--- src/rtl/apb_cmd_master.sv ---
// APB4 initiator: converts a valid/ready command stream into single APB transfers.
// Optional watchdog on PREADY enabled by defining APB_MASTER_TIMEOUT_EN.
module apb_cmd_master #(
    parameter int PADDR_SIZE     = 6,
    parameter int PDATA_SIZE     = 8,
    parameter int TIMEOUT_CYCLES = 16
) (
    input  logic                    PCLK,
    input  logic                    PRESET,

    input  logic                    cmd_valid,
    output logic                    cmd_ready,
    input  logic                    cmd_write,
    input  logic [PADDR_SIZE-1:0]   cmd_addr,
    input  logic [PDATA_SIZE-1:0]   cmd_wdata,
    input  logic [PDATA_SIZE/8-1:0] cmd_strb,
    input  logic [2:0]              cmd_prot,

    output logic                    rsp_valid,
    input  logic                    rsp_ready,
    output logic [PDATA_SIZE-1:0]   rsp_rdata,
    output logic                    rsp_err,
    output logic                    rsp_timeout,

    output logic                    PSEL,
    output logic                    PENABLE,
    output logic                    PWRITE,
    output logic [2:0]              PPROT,
    output logic [PADDR_SIZE-1:0]   PADDR,
    output logic [PDATA_SIZE-1:0]   PWDATA,
    output logic [PDATA_SIZE/8-1:0] PSTRB,
    input  logic [PDATA_SIZE-1:0]   PRDATA,
    input  logic                    PREADY,
    input  logic                    PSLVERR
);

    typedef enum logic [1:0] {
        IDLE   = 2'd0,
        SETUP  = 2'd1,
        ACCESS = 2'd2,
        RESP   = 2'd3
    } state_t;

    state_t state;
    state_t state_next;

    logic cmd_fire;
    logic access_ok;
    logic timeout_hit;

    assign cmd_fire  = cmd_valid && (state == IDLE);
    assign access_ok = (state == ACCESS) && PREADY;

`ifdef APB_MASTER_TIMEOUT_EN
    localparam int CNT_W = $clog2(TIMEOUT_CYCLES + 1);

    logic [CNT_W-1:0] wait_cnt;

    always_ff @(posedge PCLK or posedge PRESET) begin
        if (PRESET) begin
            wait_cnt <= '0;
        end else if (state == SETUP) begin
            wait_cnt <= '0;
        end else if ((state == ACCESS) && !PREADY) begin
            wait_cnt <= wait_cnt + CNT_W'(1);
        end
    end

    // Fires on the last permitted stalled cycle; a PREADY in that cycle completes normally.
    assign timeout_hit = (state == ACCESS) && !PREADY &&
                         (wait_cnt == CNT_W'(TIMEOUT_CYCLES - 1));

    always_ff @(posedge PCLK or posedge PRESET) begin
        if (PRESET) begin
            rsp_timeout <= 1'b0;
        end else if (access_ok) begin
            rsp_timeout <= 1'b0;
        end else if (timeout_hit) begin
            rsp_timeout <= 1'b1;
        end
    end
`else
    logic unused_timeout_cfg;

    // TIMEOUT_CYCLES has no effect without the watchdog.
    assign unused_timeout_cfg = (TIMEOUT_CYCLES > 0);
    assign timeout_hit        = 1'b0;
    assign rsp_timeout        = 1'b0;
`endif

    always_ff @(posedge PCLK or posedge PRESET) begin
        if (PRESET) begin
            state <= IDLE;
        end else begin
            state <= state_next;
        end
    end

    always_comb begin
        state_next = state;
        case (state)
            IDLE:    if (cmd_valid) state_next = SETUP;
            SETUP:   state_next = ACCESS;
            ACCESS:  if (PREADY || timeout_hit) state_next = RESP;
            RESP:    if (rsp_ready) state_next = IDLE;
            default: state_next = IDLE;
        endcase
    end

    // APB request fields only change when a new command is taken.
    always_ff @(posedge PCLK or posedge PRESET) begin
        if (PRESET) begin
            PADDR  <= '0;
            PWRITE <= 1'b0;
            PWDATA <= '0;
            PSTRB  <= '0;
            PPROT  <= 3'b000;
        end else if (cmd_fire) begin
            PADDR  <= cmd_addr;
            PWRITE <= cmd_write;
            PWDATA <= cmd_wdata;
            PSTRB  <= cmd_write ? cmd_strb : '0;
            PPROT  <= cmd_prot;
        end
    end

    always_ff @(posedge PCLK or posedge PRESET) begin
        if (PRESET) begin
            rsp_rdata <= '0;
            rsp_err   <= 1'b0;
        end else if (access_ok) begin
            rsp_rdata <= PWRITE ? '0 : PRDATA;
            rsp_err   <= PSLVERR;
        end else if (timeout_hit) begin
            rsp_rdata <= '0;
            rsp_err   <= 1'b1;
        end
    end

    assign cmd_ready = (state == IDLE);
    assign rsp_valid = (state == RESP);
    assign PSEL      = (state == SETUP) || (state == ACCESS);
    assign PENABLE   = (state == ACCESS);

endmodule
--- config.mk ---
export PLATFORM = sky130hd
export DESIGN_NAME = apb_cmd_master
export DESIGN_NICKNAME = d
export VERILOG_FILES = /design/src/rtl/apb_cmd_master.sv
export SDC_FILE = /design/constraint.sdc
export NUM_CORES = 1
export LEC_CHECK = 0
export CORE_ASPECT_RATIO = 0.9
export CORE_UTILIZATION = 38
export DETAILED_ROUTE_END_ITERATION = 8
export PLACE_DENSITY_LB_ADDON = 0.3
export REMOVE_ABC_BUFFERS = 1
export SYNTH_ARGS = -nofsm -noshare
export SYNTH_HDL_FRONTEND = slang
export SYNTH_SLANG_ARGS = --single-unit
--- constraint.sdc ---
create_clock -name PCLK -period 2.05 [get_ports PCLK]
set_clock_uncertainty 0.05 [all_clocks]
set_input_delay 0.3075 -clock PCLK [delete_from_list [all_inputs] [get_ports PCLK]]
set_output_delay 0.3075 -clock PCLK [all_outputs]
set_load 0.05 [all_outputs]
After elaboration in Yosys (flattened, before gate mapping)
Cells that the tools add are included.
{ "totals": {"reg_bits": 30, "out_inout_bits": 33, "wordCells": 25, "in_bits": 33} }
{ "op_classes": {"n_eq_ne": 6, "reduce_logical": 5, "n_mux": 6} }
{ "op_table": {"columns": ["op", "n"], "rows": [
  ["two-way mux 8 bit", 1],
  ["case mux 2 bit (4 select lines)", 1],
  ["two-way mux 2 bit", 3],
  ["equality test 2 bit, second input constant", 2],
  ["inequality test 2 x 1 -> 1 bit, second input constant", 2],
  ["AND reduction 3 bit", 1],
  ["equality test 2 x 1 -> 1 bit, second input constant", 1],
  ["logical AND 1 bit", 2],
  ["zero test 2 bit", 1],
  ["inequality test 2 bit, second input constant", 1],
  ["logical OR 1 bit", 1],
  ["two-way mux 1 bit", 1]
]} }

Logic depth before layout (Yosys ltp)
{ "logic_depth": {"word_depth": 3, "depth_mapped": 6, "depth_no_buf": 5} }

Least setup slack after synthesis
No wires, ideal clock.
{ "synth_timing": {"path_kind": "reg-to-reg", "start": "register state[0]", "end": "register state[1]", "arrival_ps": 1640, "required_ps": 1872, "stages_incl_launch_ff": 5, "path_buffers": 0, "slack_ps": 233, "path_cell_list": "dfrtp_1 -> inv_1 -> ha_1 -> a222oi_1 -> mux2_1"} }
{ "synth_between": {"elab_chain_len": 3, "elab_cells_between_ends": 9} }
{ "synth_lines": {"columns": ["item", "line_no", "text"], "rows": [
  ["from (decl)", "44", "state_t state;"],
  ["from (signal assigned)", "95", "state <= state_next;"],
  ["equality test 2 bit *", null, null],
  ["via PENABLE", "26", "output logic PENABLE,"],
  ["inequality test 2 x 1 -> 1 bit (no source line)", null, null],
  ["AND reduction 3 bit (no source line)", null, null]
]} }
The timed path passes the listed nets; every way through them passes the cells marked *.
A chain may end at the register's enable or synchronous reset.

Worst setup path after layout
{ "layout_timing": {"start": "register PSTRB", "end": "output port PSTRB"} }
{ "layout_lines": {"columns": ["item", "line_no", "text"], "rows": [
  ["from (decl)", "31", "output logic [PDATA_SIZE/8-1:0] PSTRB,"],
  ["from (signal assigned)", "122", "PSTRB <= cmd_write ? cmd_strb : '0;"]
]} }
No word-level cell between the ends.

==> impl_summary.log <==
[metrics] total of hold buffers inserted after clock tree synthesis: 0
[metrics] Finish-stage setup viols: 0
[metrics] GR Util All Layers: approximately 17%
[metrics] die boundary width: ~60 µm
[metrics] maximum clock frequency: about 540 MHz
[metrics] antenna diode count: 0
[metrics] share of the synthesized area in the top cell type: 61.29%
[metrics] predominant post-synthesis flop cell: sky130_fd_sc_hd__dfrtp_1
[metrics] share of post-route cells with drive strength above 1: a little under a fifth
[metrics] vias per cell: 4.464
[metrics] Seq cells post-synth: 30
[metrics] required time of the critical path: 1690 ps
[metrics] final cycle utilization of the critical path: between 90% and 100%
[metrics] most frequent cells after synthesis: 30 x sky130_fd_sc_hd__dfrtp_1, 19 x sky130_fd_sc_hd__mux2_2, 12 x sky130_fd_sc_hd__nand2_1
[metrics] final routed wirelength across all metal layers: between 2000 and 3000 µm
[metrics] I/O pin count: 66
[metrics] initial cell density of the core: between 30% and 40%
[metrics] slowest library cell on the worst path: sky130_fd_sc_hd__clkdlybuf4s50_1
[metrics] Post-Syn Area per Cell: 12.76 µm²
[metrics] number of cells on the critical path: 1
[metrics] Syn. warnings: 0
[metrics] biggest area contributors in the synthesized netlist: sky130_fd_sc_hd__dfrtp_1 61%, sky130_fd_sc_hd__mux2_2 17%, sky130_fd_sc_hd__nand2b_1 4.1%
[metrics] portion of the post-synthesis area used by sequential elements: 61.29%
[metrics] setup repair after global routing missed its margin: false
[metrics] Critical Path End Type: primary output
[metrics] cell row count: 19
[metrics] fin area: 1983 µm²
[metrics] setup slack after layout: between 150 and 200 ps
[metrics] number of instances in the synthesized netlist: 96
[metrics] TritonCTS clock tree: done
[metrics] count of input and output buffers: 64
[metrics] maximum fanout along the worst path: 2
[metrics] first-pass iteration count of the detailed router: 4
[metrics] H-tree levels: 2
[metrics] total vias in the final route: 933
[metrics] worst slew margin relative to its limit: 65.50%
[metrics] clk sinks: 30
[metrics] routability congestion estimate from global placement: approximately 0.71
[metrics] vias in the first global route: 950
[metrics] fraction of synthesis flops using an asynchronous set or reset pin: 100.0%
[metrics] initial antenna violation count: 0
[metrics] kind of launch point of the worst setup path: flip-flop
[metrics] classification of the worst setup path: flip-flop to primary output
[metrics] number of CTS-inserted buffers: 5
[metrics] nets@finish: just over 200
[metrics] largest area contributor in the netlist: sky130_fd_sc_hd__dfrtp_1
[metrics] kind of cell adding the most delay to the critical path: buffers and inverters
[metrics] cell-by-cell listing of the critical path: clkdlybuf4s50_1
[metrics] post-route non-filler standard cell count: 209
[metrics] number of max-cap violations: 0
[metrics] largest net degree at the start of global routing: 28
[metrics] standard cell core area: ~3000 µm²
[metrics] clock tree root buffer cell: sky130_fd_sc_hd__clkbuf_4
[metrics] netlist area before placement: 1225 µm²
[metrics] area added between synthesis and finish: 61.90%
[metrics] remaining antenna violation count after routing: 0
[metrics] DRC Markers: 0
[metrics] Post-synth EDFFs: 0
[metrics] data arrival time of the critical path: 1500 ps
[metrics] Synth cell types: 15
[metrics] max-slew violation count: 0
[metrics] placed instance area: between 1500 and 2000 µm²
[metrics] delay of the slowest cell on the worst path: 820 ps
[metrics] slew at the pin with the worst max-slew slack: 515.9 ps
[metrics] final setup TNS: 0 ps
[metrics] count of buffer and inverter cells on the critical path: 1
[metrics] final-report hold violation count: 0
[metrics] average wire per standard cell: 12.69 µm
[metrics] largest buffer count on any clock path: 2
[metrics] crit path time final: approximately 1900 ps
[metrics] area of the die: 3455 µm²
[metrics] kind of path behind the tightest hold check: input port to async pin
[metrics] result of the run: completed
[metrics] top-count cell post-synth: sky130_fd_sc_hd__dfrtp_1
[metrics] detailed router's first-iteration violation count: 25
[metrics] clock slew at reported path FFs: 90 ps
[metrics] setup slack at placement: between 150 and 200 ps
[metrics] first-pass GRT wire length: 4202 µm
[metrics] GRT Residual Overflow: 0
[metrics] number of cells after detailed placement: 201
[metrics] number of cell instances on the worst register-to-register path: 4
[metrics] clock latency at the later pin of the worst-skew pair: 320 ps
[metrics] height of the die: 55.86 µm
[metrics] sum of net half-perimeters after detailed placement: 2119 µm
## kinds of logic after synthesis
kind of cell | Yosys count | synth area share (%)
other | 1 | 0.3061
muxes | 21 | 19.20
DFF | 30 | 61.29
adders and majority gates | 3 | 3.065
AOI/OAI and AO/OA | 10 | 4.494
and+or+nand+nor | 21 | 8.069
buffers and inverters | 10 | 3.575
## registers in the layout, summed over array words and instances (netlist names)
name and count:
rsp_rdata 8, PWDATA 8, rsp_err 1, PADDR 6, PPROT 3, state 2, PSTRB 1, PWRITE 1
## timing repair
item | in CTS | in global routing
setup endpoints to repair | 1 | 0
setup buffers | 0 | 0
resized for setup | 1 | 0
hold endpoints to repair | 0 | 0
## path summary, 6_finish.rpt
kind	startpoint	end	slack [ps]
max reg2reg	state[0]$_DFFE_PP0P_	state[1]$_DFFE_PP0P_	350
min in group PCLK	rsp_rdata[3]$_DFFE_PP0P_	rsp_rdata[3]$_DFFE_PP0P_	440
min reg2reg	rsp_rdata[3]$_DFFE_PP0P_	rsp_rdata[3]$_DFFE_PP0P_	440
max in group asynchronous	PRESET	PWRITE$_DFFE_PP0P_	1280
max	PSTRB$_DFFE_PP0P_	PSTRB	190
min	PRESET	rsp_rdata[6]$_DFFE_PP0P_	100
## stage by stage
stage	hold WS [ps]	utilization (%)
2_1_floorplan	348.3	-
3_3_place_gp	412.0	62.75
3_5_place_dp	423.9	62.75
4_1_cts	90.62	64.67
5_1_grt	98.47	64.67
6_report	103.1	64.67
## cells in the final DEF (no fill, tap or decap), types with 3 or more instances in the layout
cell type,count
sky130_fd_sc_hd__buf_4,5
sky130_fd_sc_hd__clkbuf_4,5
sky130_fd_sc_hd__clkdlybuf4s50_1,60
sky130_fd_sc_hd__dfrtp_1,30
sky130_fd_sc_hd__ha_1,3
sky130_fd_sc_hd__inv_1,6
sky130_fd_sc_hd__mux2_2,19
sky130_fd_sc_hd__nand2_1,12
sky130_fd_sc_hd__nand2b_1,8
sky130_fd_sc_hd__o21ai_0,9
## cell type report
class | instances | area, µm²
fillers | 250 | 1084
flip-flops and latches | 30 | 750.7
repair buffers | 67 | 666.9
multi-input cells | 56 | 430.4
clock buffers | 7 | 55.05
well taps | 42 | 52.55
inverters | 6 | 22.52
clock inverters | 1 | 5.005
## routing by layer
layer,up-vias,GRT usage (%),wire [µm],share of wire [%]
met1,449,16.85,1048,40
met4,0,6.667,44,1.7
li1,451,-,-,-
met3,6,7.674,120,4.5
met2,27,31.34,1439,54
met5,-,0,0,0
Power is left out: the tool's default activity adds up to more than one toggle a clock period on the data nets, which glitch-free logic cannot reach.
